$ cat src/rtl/bowling_score_unit.sv
// bowling_score_unit: one-player ten-pin scorekeeper tracking frame, throw and running score.
// Define BOWLING_BONUS_EN for strike/spare bonus scoring; otherwise score is the plain pin sum.
module bowling_score_unit (
    input  logic       clk,
    input  logic       reset,
    input  logic [3:0] N,
    input  logic       APD,
    input  logic       upd,
    input  logic       LF,
    output logic [9:0] score,
    output logic       done,
    output logic       FT,
    output logic       NF,
    output logic       AD
);
    localparam int unsigned PIN_W   = 4;
    localparam int unsigned SCORE_W = 10;
    localparam int unsigned FRAME_W = 4;
    localparam logic [PIN_W-1:0]   ALL_PINS   = PIN_W'(10);
    localparam logic [FRAME_W-1:0] LAST_FRAME = FRAME_W'(10);
`ifdef BOWLING_BONUS_EN
    localparam int unsigned BONUS_W = 2;
`endif

    typedef enum logic [1:0] {THROW1, THROW2, THROW3} throw_t;

    throw_t               state, state_n;
    logic                 upd_d;
    logic [FRAME_W-1:0]   frame, frame_n;
    logic [PIN_W-1:0]     rack, rack_n;       // pins already down in the current rack
    logic                 second, second_n;   // next ball is the second of its rack
    logic                 tenth, tenth_n;     // current frame plays under tenth-frame rules
    logic [SCORE_W-1:0]   score_n;
    logic                 done_n, ft_n, nf_n, ad_n;
`ifdef BOWLING_BONUS_EN
    logic [BONUS_W-1:0]   b1, b1_n, b2, b2_n;
    logic                 spare;
`endif

    logic                 accept, tenth_now, all_down, strike;
    logic                 frame_end, game_end;
    logic [PIN_W-1:0]     n_lim, avail, pins;
    logic [SCORE_W-1:0]   add;

    // State and registered outputs
    always_ff @(posedge clk) begin
        if (reset) begin
            state  <= THROW1;
            upd_d  <= 1'b0;
            frame  <= FRAME_W'(1);
            rack   <= '0;
            second <= 1'b0;
            tenth  <= 1'b0;
            score  <= '0;
            done   <= 1'b0;
            FT     <= 1'b1;
            NF     <= 1'b0;
            AD     <= 1'b0;
`ifdef BOWLING_BONUS_EN
            b1     <= '0;
            b2     <= '0;
`endif
        end else begin
            state  <= state_n;
            upd_d  <= upd;
            frame  <= frame_n;
            rack   <= rack_n;
            second <= second_n;
            tenth  <= tenth_n;
            score  <= score_n;
            done   <= done_n;
            FT     <= ft_n;
            NF     <= nf_n;
            AD     <= ad_n;
`ifdef BOWLING_BONUS_EN
            b1     <= b1_n;
            b2     <= b2_n;
`endif
        end
    end

    // Throw acceptance, pin sanitising, scoring and frame sequencing
    always_comb begin
        state_n   = state;
        frame_n   = frame;
        rack_n    = rack;
        second_n  = second;
        tenth_n   = tenth;
        score_n   = score;
        done_n    = done;
        ft_n      = FT;
        nf_n      = 1'b0;
        frame_end = 1'b0;
        game_end  = 1'b0;

        accept    = upd && !upd_d && !done;
        ad_n      = accept;
        tenth_now = (state == THROW1) ? ((frame == LAST_FRAME) || LF) : tenth;

        n_lim    = (N > ALL_PINS) ? ALL_PINS : N;
        avail    = ALL_PINS - rack;
        pins     = (n_lim > avail) ? avail : n_lim;
        all_down = ((rack + pins) == ALL_PINS) || APD;
        strike   = all_down && !second;

        add = SCORE_W'(pins);
`ifdef BOWLING_BONUS_EN
        spare = all_down && second;
        b1_n  = b1;
        b2_n  = b2;
        if (b1 != '0) add = add + SCORE_W'(pins);
        if (b1 == BONUS_W'(2)) add = add + SCORE_W'(pins);
`endif

        if (accept) begin
            score_n = score + add;
            tenth_n = tenth_now;
`ifdef BOWLING_BONUS_EN
            // Tenth-rule frames score their extra balls at face value: no new bonus.
            b1_n = b2;
            b2_n = '0;
            if (!tenth_now && strike) begin
                b1_n = b2 + BONUS_W'(1);
                b2_n = BONUS_W'(1);
            end else if (!tenth_now && spare) begin
                b1_n = b2 + BONUS_W'(1);
            end
`endif
            case (state)
                THROW1: begin
                    if (!tenth_now && strike) begin
                        frame_end = 1'b1;
                    end else begin
                        state_n  = THROW2;
                        ft_n     = 1'b0;
                        rack_n   = strike ? '0 : pins;
                        second_n = !strike;
                    end
                end
                THROW2: begin
                    if (!tenth_now) begin
                        frame_end = 1'b1;
                    end else if (all_down) begin
                        state_n  = THROW3;
                        rack_n   = '0;
                        second_n = 1'b0;
                    end else if (!second) begin
                        state_n  = THROW3;
                        rack_n   = pins;
                        second_n = 1'b1;
                    end else begin
                        game_end = 1'b1;
                    end
                end
                default: game_end = 1'b1;
            endcase

            if (frame_end) begin
                frame_n  = frame + FRAME_W'(1);
                state_n  = THROW1;
                rack_n   = '0;
                second_n = 1'b0;
                ft_n     = 1'b1;
                nf_n     = 1'b1;
            end
            if (game_end) begin
                done_n   = 1'b1;
                state_n  = THROW1;
                rack_n   = '0;
                second_n = 1'b0;
                ft_n     = 1'b1;
            end
        end
    end
endmodule

$ cat config.mk
export PLATFORM = sky130hd
export DESIGN_NAME = bowling_score_unit
export DESIGN_NICKNAME = d
export VERILOG_FILES = /design/src/rtl/bowling_score_unit.sv
export SDC_FILE = /design/constraint.sdc
export NUM_CORES = 1
export LEC_CHECK = 0
export BUFFER_PORTS_ARGS = -buffer_cell sky130_fd_sc_hd__buf_2
export CORE_ASPECT_RATIO = 0.5
export CORE_UTILIZATION = 61
export DETAILED_ROUTE_END_ITERATION = 6
export GPL_TIMING_DRIVEN = 0
export PLACE_DENSITY = 0.89
export SLEW_MARGIN = 25
export SYNTH_ARGS = -nofsm -noshare
export SYNTH_HDL_FRONTEND = slang
export SYNTH_SLANG_ARGS = --single-unit
export TNS_END_PERCENT = 10
$ cat constraint.sdc
create_clock -name clk -period 6.6 [get_ports clk]
set_input_delay 1.32 -clock clk [delete_from_list [all_inputs] [get_ports clk]]
set_output_delay 1.32 -clock clk [all_outputs]
set_load 0.01 [all_outputs]
==> metrics.sh, run 1 <==
DIEAREA_SQ_UM=3040
GRT_START_MAX_NET_PINS=15
H_TREE_DEPTH=1
WORSTSETUPPATHTYPE='input pin to register'
FLOW.AREA_GROWTH_FROM_SYNTHESIS_PCT=11.5
POST_SYNTHESIS_CELL_COUNT=196
HOLD_DEPTH=2
DIE-WIDTH_MICRONS=76.9
LAYOUT.FILLER_CELLS=198
FINAL-SETUP-VIOL-COUNT=0
MAXCLOCKFREQUENCY_MHz=201
CLK-INSERTION-DELAY-LATE_NS=0.28
DESIGN.PORTCOUNT=23
CTS_TREE='done'
SYNTH_TOP_CELLS_BY_COUNT='27 x sky130_fd_sc_hd__dfxtp_1, 17 x sky130_fd_sc_hd__a21oi_1, 17 x sky130_fd_sc_hd__nor2_1, 16 x sky130_fd_sc_hd__nand2_1'
WORSTSETUPSTARTPOINTTYPE='input pin'
INITIAL_CORE_UTIL=0.650
AVERAGE_WIRE_PER_CELL_IN_THE_ROUTED_DESIGN_MICRONS=13.4
ANTENNA-DIODE-COUNT=0
CLK_ROOT_BUFFER_CELL='sky130_fd_sc_hd__clkbuf_8'
GRT_SETUP_UNREPAIRED='no'
COMBINED_AREA_OF_THE_MULTI_INPUT_LOGIC_CELLS_SQ_UM=1090
SINK_OF_THE_WORST_HOLD_PATH='score[3]$_SDFFE_PP0P_'
OVERFLOW=0
GROUTE.USAGE.OVERALL=0.252
PLACE_CONGESTION=0.825
SYN-NUM-NETS=221
PATH_CLK_SLEW_NS=0.09
INTERNAL_POWER_W=0.000277
TIGHTEST_PIN_TRANSITION_NS=0.634
FINAL.MIN_CLOCK_PERIOD_NS=4.97
CTSLONGESTPATHBUFFERS=2
DOMINANTREGCELLSYNTH='sky130_fd_sc_hd__dfxtp_1'
POWER.CLOCK.FRACTION=0.228
YOSYSSEQAREASHARE=0.316
SHARE_OF_FINAL_LAYOUT_STANDARD_CELLS_STRONGER_THAN_DRIVE_STRENGTH_1=0.172
DRT_WL_TOTAL_MICRONS=3450
FINALHOLDVIOLATIONS=0
STATUS='completed'
SYNTH_AREA_SQ_UM=1710
NETSWITCHINGFRACTION=0.337
SYNTH-EDFF-COUNT=0
STD_CELL_ROWS=13
HOLD_PATH_CLASS='register to register'
MAXCAPVIOLCOUNT=0
CTS_INSERTED_BUFFERS=3
YOSYSTOPAREACELLSHARE=0.316
FF2FF_PATH_DEPTH=16
DIE_Y_MICRONS=39.5
SETUP-TNS-FINAL_NS=0
TIMING.CRITICAL_PATH.ARRIVAL_NS=5.15
CRIT_REQUIRED_NS=6.78
TOTAL_POWER_W=0.000418
SYNTH.YOSYS.WARNINGS=0
RR_ENDPOINT='rack[1]$_SDFFE_PP0P_'
POSTSYNTH.ASYNCRESETSHARE=0
DRTPASS1ITERATIONS=4
FINAL.SETUP_SKEW_NS=0.00525
P_SW_W=0.000141
NUMBER_OF_I_O_PORT_BUFFERS=21
CTS-HOLD-FIX-BUFFERS=0
GRT_PASS1_WL_MICRONS=5770
CRIT_FANOUT=6
DRC=0
POST-SYNTH-TOP-COUNT-CELL='sky130_fd_sc_hd__dfxtp_1'
VDD_DROP_MAX_mV=0.144
YOSYS.AREA.TOP_TYPE='sky130_fd_sc_hd__dfxtp_1'
TIMING.RR.START='rack[0]$_SDFFE_PP0P_'
INITIAL_ANTENNA_VIOLATION_COUNT=0
CTS_SINKS=27
FLOORPLAN.CORE_AREA_SQ_UM=2640
FINAL_CRITICAL_PATH_SETUP_SLACK_NS=1.63
FINALNETCOUNT=247
DRT_ANTENNA_NET_COUNT=0
POWER.SEQUENTIAL.FRACTION=0.447
P_PER_AREA_nW_PER_UM2=219
ENDPOINT_KIND='register'
SYNTHTOPCELLSBYAREA='sky130_fd_sc_hd__dfxtp_1 32%, sky130_fd_sc_hd__ha_1 10%, sky130_fd_sc_hd__a21oi_1 5.0%, sky130_fd_sc_hd__xnor2_1 4.1%, sky130_fd_sc_hd__nor2_1 3.7%'
CTS_REPAIR_RESIZE_COUNT=0
COMBPWRFRAC=0.325
REG2REG_SLACK_NS=2.30
YS_FF_LATCH=27
SYN-MEAN-INSTANCE-AREA_SQ_UM=8.74
YS_TYPES=45
VIASPERCELL=5.60
RELATIVE_SLEW_MARGINS=0.576
DETAILED_PLACEMENT_WIRELENGTH_ESTIMATE_MICRONS=2680
STATIC-LEAKAGE-POWER_nW=0.850
FINALCRITPERIODSHARE=0.752
FINAL_MAX_SLEW_VIOL_COUNT=0
POST-PLACE-WS_NS=1.35
SEQUENTIAL_CELL_AREA_SQ_UM=541
DRTITER0DRC=95
NUMBER_OF_GLOBAL_ROUTE_VIAS_BEFORE_REPAIR=1275
DR_TOTAL_VIAS=1445
CTS_SETUP_BUFFERS=0
HOLD_START='score[3]$_SDFFE_PP0P_'
-- power groups by stage --
| stage | logic (W) | registers [W] | clock network, W |
|---|---|---|---|
| after floorplan | 0.000102 | 0.000191 | 0 |
| after global placement | 0.000127 | 0.000190 | 0 |
| after detailed placement | 0.000134 | 0.000190 | 0 |
| after CTS | 0.000135 | 0.000186 | 0.0000969 |
| after global routing | 0.000153 | 0.000189 | 0.000101 |
| final | 0.000136 | 0.000187 | 0.0000952 |
-- through the flow --
stage               hold WS, ns  instances  utilization  area [sq um]
finish                    0.479        258        0.725          1910
detailed placement        0.475        254        0.708          1860
floorplan                 0.458        196            -          1710
global placement          0.465        254        0.708          1860
global route              0.512        258        0.725          1910
CTS                       0.486        258        0.725          1910
-- layout by cell type, fill, tap and decap left out, types with 5 or more instances in the layout --
cell / Yosys / final
sky130_fd_sc_hd__inv_1: 14 / 14
sky130_fd_sc_hd__a21oi_1: 17 / 17
sky130_fd_sc_hd__nor3_1: 5 / 5
sky130_fd_sc_hd__a21o_1: 5 / 5
sky130_fd_sc_hd__o21ai_0: 9 / 9
sky130_fd_sc_hd__buf_2: 0 / 21
sky130_fd_sc_hd__nand3_1: 6 / 6
sky130_fd_sc_hd__xnor2_1: 8 / 8
sky130_fd_sc_hd__nor2_1: 17 / 17
sky130_fd_sc_hd__dfxtp_1: 27 / 27
sky130_fd_sc_hd__xor2_1: 5 / 5
sky130_fd_sc_hd__nand2_1: 16 / 16
sky130_fd_sc_hd__clkbuf_1: 4 / 5
sky130_fd_sc_hd__ha_1: 14 / 14
-- flip-flops by register name, indices dropped and copies added (netlist names) --
register,count
AD,1
FT,1
NF,1
done,1
frame,4
rack,4
score,10
second,1
state,2
tenth,1
upd_d,1
-- how the worst max path moves through the flow --
stage	start	endpoint	slack (ns)	cells past startpoint
final	N[3]	rack[1]$_SDFFE_PP0P_	1.63	18
after global routing	N[3]	rack[3]$_SDFFE_PP0P_	1.32	17
after CTS	N[3]	rack[1]$_SDFFE_PP0P_	1.65	18
after detailed placement	N[3]	rack[1]$_SDFFE_PP0P_	1.35	18
after global placement	N[3]	rack[1]$_SDFFE_PP0P_	1.43	18
after floorplan	N[2]	rack[0]$_SDFFE_PP0P_	1.97	17
-- cell type report --
type	count	area share
Clock buffer	4	0.0236
Timing Repair Buffer	21	0.0550
Buffer	5	0.0138
Multi-Input combinational cell	150	0.573
Tap cell	37	0.0242
Inverter	14	0.0275
Sequential cell	27	0.283
-- critical path, stage by stage --
cell	delay, ns
sky130_fd_sc_hd__buf_2	0.13
sky130_fd_sc_hd__a21oi_1	0.13
sky130_fd_sc_hd__inv_1	0.07
sky130_fd_sc_hd__ha_1	0.31
sky130_fd_sc_hd__nor2b_4	0.14
sky130_fd_sc_hd__o211a_4	0.23
sky130_fd_sc_hd__o21a_1	0.22
sky130_fd_sc_hd__o21ai_0	0.39
sky130_fd_sc_hd__ha_1	0.26
sky130_fd_sc_hd__inv_1	0.06
sky130_fd_sc_hd__fa_1	0.37
sky130_fd_sc_hd__xnor2_1	0.13
sky130_fd_sc_hd__nor3_1	0.26
sky130_fd_sc_hd__inv_1	0.15
sky130_fd_sc_hd__a211oi_2	0.37
sky130_fd_sc_hd__o21ai_2	0.12
sky130_fd_sc_hd__o21ba_4	0.24
sky130_fd_sc_hd__a32o_1	0.24
-- cell families after synthesis --
logic type | Yosys count | synth area share
AOI/OAI and AO/OA | 52 | 0.220
xor gates and xnor gates | 13 | 0.0665
adders and majority gates | 16 | 0.126
buffers and inverters | 19 | 0.0460
DFF | 27 | 0.316
muxes | 1 | 0.00584
and+or+nand+nor | 68 | 0.221
-- per-layer routing --
layer / track usage / routed length, microns / part of all wire / vias up
li1: - / - / - / 739
met1: 0.300 / 1580 / 0.46 / 656
met2: 0.478 / 1650 / 0.48 / 44
met3: 0.0535 / 187 / 0.054 / 6
met4: 0.0673 / 38 / 0.011 / 0
met5: 0 / 0 / 0 / -
(Power assumes the default switching activity.)
==> run 2: changes to the inputs <==
ABC_AREA = 1   (was not set)
CORE_UTILIZATION = 51   (was 61)
PLACE_DENSITY = 0.8   (was 0.89)
clock period = 4.2 ns   (was 6.6 ns; I/O delays follow)
==> metrics.sh, run 2 <==
STATUS='finished, violations left'
FAILED_CHECKS='design-rule violations'
FF2FF_PATH_DEPTH=20
MAX_STAGE_DELAY_NS=0.46
DRTPASS1ITERATIONS=6
STATIC-LEAKAGE-POWER_nW=0.915
GROUTE.USAGE.OVERALL=0.201
CLK-INSERTION-DELAY-LATE_NS=0.27
DRTITER0DRC=55
DESIGN.PORTCOUNT=23
FINAL-SETUP-VIOL-COUNT=0
SYNTH_TOP_CELLS_BY_COUNT='41 x sky130_fd_sc_hd__nand2_1, 27 x sky130_fd_sc_hd__dfxtp_1, 26 x sky130_fd_sc_hd__inv_1, 21 x sky130_fd_sc_hd__a21oi_1, 19 x sky130_fd_sc_hd__nor2_1'
DOMINANTREGCELLSYNTH='sky130_fd_sc_hd__dfxtp_1'
ENDPOINT_KIND='register'
NUMBER_OF_I_O_PORT_BUFFERS=21
PATH_CLK_SLEW_NS=0.08
DIE-WIDTH_MICRONS=84.3
INITIAL_CORE_UTIL=0.556
DR_TOTAL_VIAS=1495
VDD_DROP_MAX_mV=0.264
FINALHOLDVIOLATIONS=0
H_TREE_DEPTH=1
HOLD_SLACK_NS=0.483
FINAL.MIN_CLOCK_PERIOD_NS=3.85
HOLD_START='score[9]$_SDFFE_PP0P_'
FINALNETCOUNT=280
SYNTHTOPCELLSBYAREA='sky130_fd_sc_hd__dfxtp_1 31%, sky130_fd_sc_hd__ha_1 10%, sky130_fd_sc_hd__nand2_1 8.9%, sky130_fd_sc_hd__a21oi_1 6.1%, sky130_fd_sc_hd__inv_1 5.7%'
FINAL_CELL_MIX='41 x sky130_fd_sc_hd__nand2_1, 27 x sky130_fd_sc_hd__dfxtp_1, 26 x sky130_fd_sc_hd__inv_1'
FINAL_MAX_SLEW_VIOL_COUNT=0
POST_SYNTHESIS_CELL_COUNT=229
FLOORPLAN.CORE_AREA_SQ_UM=3100
SHARE_OF_FINAL_LAYOUT_STANDARD_CELLS_STRONGER_THAN_DRIVE_STRENGTH_1=0.209
CTS_SINKS=27
FINALCRITPERIODSHARE=0.916
SYNTH_AREA_SQ_UM=1730
RELATIVE_SLEW_MARGINS=0.652
TIGHTEST_PIN_TRANSITION_NS=0.517
VIASPERCELL=5.09
DIE_Y_MICRONS=43.1
SYN-NUM-NETS=254
YOSYSTOPAREACELLSHARE=0.313
HOLD_PATH_CLASS='register to register'
ANTENNA-DIODE-COUNT=0
LARGEST_REGISTER_FF_COUNT=10
FINAL_COMMON_CELL='sky130_fd_sc_hd__nand2_1'
REG_TOP3='score: 10 flops, frame: 4 flops, rack: 4 flops'
PLACE_CONGESTION=0.808
CRIT_FANOUT=8
CLK_ROOT_BUFFER_CELL='sky130_fd_sc_hd__clkbuf_8'
INITIAL_ANTENNA_VIOLATION_COUNT=0
DIEAREA_SQ_UM=3630
CTS_INSERTED_BUFFERS=3
GRT_PASS1_WL_MICRONS=5730
CTSLONGESTPATHBUFFERS=2
YS_TYPES=32
CTS-HOLD-FIX-BUFFERS=0
DRC=2
DETAILED_PLACEMENT_WIRELENGTH_ESTIMATE_MICRONS=2600
CRIT_PATH_CELL_TRACE='buf_2 -> nand2_1 -> nand2_1 -> nand2_1 -> nand2_1 -> ha_1 -> nand2_1 -> nand2_1 -> nand2_1 -> nand2_2 -> nand2_4 -> o21ai_1 -> inv_1 -> fa_1 -> o21bai_1 -> a211oi_1 -> nand3_2 -> nand2_4 -> nand2_4 -> nand2_8 -> nand2_4 -> nand2_1 -> o21ai_1 -> and2_1'
TOTAL_POWER_W=0.000683
FINAL_CRITICAL_PATH_SETUP_SLACK_NS=0.351
YS_FF_LATCH=27
TIMING.CRITICAL_PATH.ARRIVAL_NS=4.02
POST-SYNTH-TOP-COUNT-CELL='sky130_fd_sc_hd__nand2_1'
NUMBER_OF_GLOBAL_ROUTE_VIAS_BEFORE_REPAIR=1353
CP_SLOWEST_CELL='sky130_fd_sc_hd__fa_1'
STD_CELL_ROWS=14
YOSYSSEQAREASHARE=0.313
WORSTSETUPSTARTPOINT='N[0]'
POST-PLACE-WS_NS=-0.140
SYNTH-EDFF-COUNT=0
SYN-MEAN-INSTANCE-AREA_SQ_UM=7.53
GRT_SETUP_UNREPAIRED='no'
MAXCLOCKFREQUENCY_MHz=260
YOSYS.AREA.TOP_TYPE='sky130_fd_sc_hd__dfxtp_1'
WORSTSETUPSTARTPOINTTYPE='input pin'
TIMING.RR.START='rack[0]$_SDFFE_PP0P_'
WORSTSETUPPATHTYPE='input pin to register'
OVERFLOW=0
AVERAGE_WIRE_PER_CELL_IN_THE_ROUTED_DESIGN_MICRONS=10.9
SYNTH.YOSYS.WARNINGS=0
FLOW.AREA_GROWTH_FROM_SYNTHESIS_PCT=11.8
LARGEST_REGISTER='score'
WORST_PATH_MOST_REPEATED_CELL='sky130_fd_sc_hd__nand2_1'
FINAL.SETUP_SKEW_NS=0.00680
CRIT_REQUIRED_NS=4.37
DRT_WL_TOTAL_MICRONS=3210
DRT_ANTENNA_NET_COUNT=0
P_PER_AREA_nW_PER_UM2=354
CTS_TREE='done'
POSTSYNTH.ASYNCRESETSHARE=0
GRT_START_MAX_NET_PINS=15
MAXCAPVIOLCOUNT=0
HOLD_DEPTH=2
-- run 2: cell types whose count changed after synthesis, moves of 6 or more --
cell / change
sky130_fd_sc_hd__inv_1: +12
sky130_fd_sc_hd__xnor2_1: -6
sky130_fd_sc_hd__nand2_2: +6
sky130_fd_sc_hd__nand2_1: +25
sky130_fd_sc_hd__nand3_1: +12
-- run 2: cells by family (layout without fill, tap and decap cells) --
kind of cell | Yosys count | count (layout) | synth area share
xor+xnor | 4 | 4 | 0.0203
simple gates | 104 | 104 | 0.328
flops | 27 | 27 | 0.313
fa+ha+maj | 16 | 16 | 0.125
buf+inv | 35 | 60 | 0.0761
compound gates | 43 | 43 | 0.138
-- run 2: path summary, 6_finish.rpt --
check                           slack (ns)                    end
worst max-delay path                  0.35  frame[1]$_SDFFE_PP0P_
worst min-delay path                  0.48  score[9]$_SDFFE_PP0P_
worst max register to register        0.51  frame[1]$_SDFFE_PP0P_
worst min register to register        0.48  score[9]$_SDFFE_PP0P_
-- run 2: power breakdown --
part	internal (W)	switching, W	leakage, nW
Clock	0.0000680	0.0000779	0.0228
Sequential	0.000274	0.0000170	0.220
Combinational	0.0000937	0.000153	0.672
Total	0.000436	0.000247	0.915
-- run 2: per-layer routing --
metal | GRT usage | vias to the layer above | part of all wire
li1 | - | 799 | -
met1 | 0.258 | 680 | 0.49
met5 | 0 | - | 0
met3 | 0.0545 | 4 | 0.024
met2 | 0.351 | 12 | 0.48
met4 | 0.0276 | 0 | 0.0075
-- run 2: per-stage QoR --
stage	utilization	area, sq um	instances	setup TNS (ns)
after floorplan	-	1730	229	0
after CTS	0.621	1930	294	0
final	0.622	1930	294	0
after global routing	0.622	1930	294	0
after detailed placement	0.607	1880	290	-0.658
after global placement	0.607	1880	290	-0.201
-- run 2: what timing repair did --
| item | in CTS | in global routing |
|---|---|---|
| endpoints found under the setup margin | 0 | 11 |
| resized for setup | 0 | 2 |
| buffers inserted | 0 | 0 |
-- run 2: worst max-delay path, delay by kind of cell --
family / cells / cell delay [ns]
AND/OR/NAND/NOR: 16 / 1.33
AO/OA/AOI/OAI: 4 / 0.83
adder cells (fa/ha/maj): 2 / 0.78
buffers and inverters: 2 / 0.22
-- run 2: cell type report --
type | instances | area [sq um]
sequential | 27 | 541
clock buffer | 4 | 45.0
tap | 40 | 50.0
inverter | 29 | 109
timing repair buffer | 21 | 105
fill | 277 | 1170
multi-input combinational | 167 | 1060
buffer | 6 | 22.5
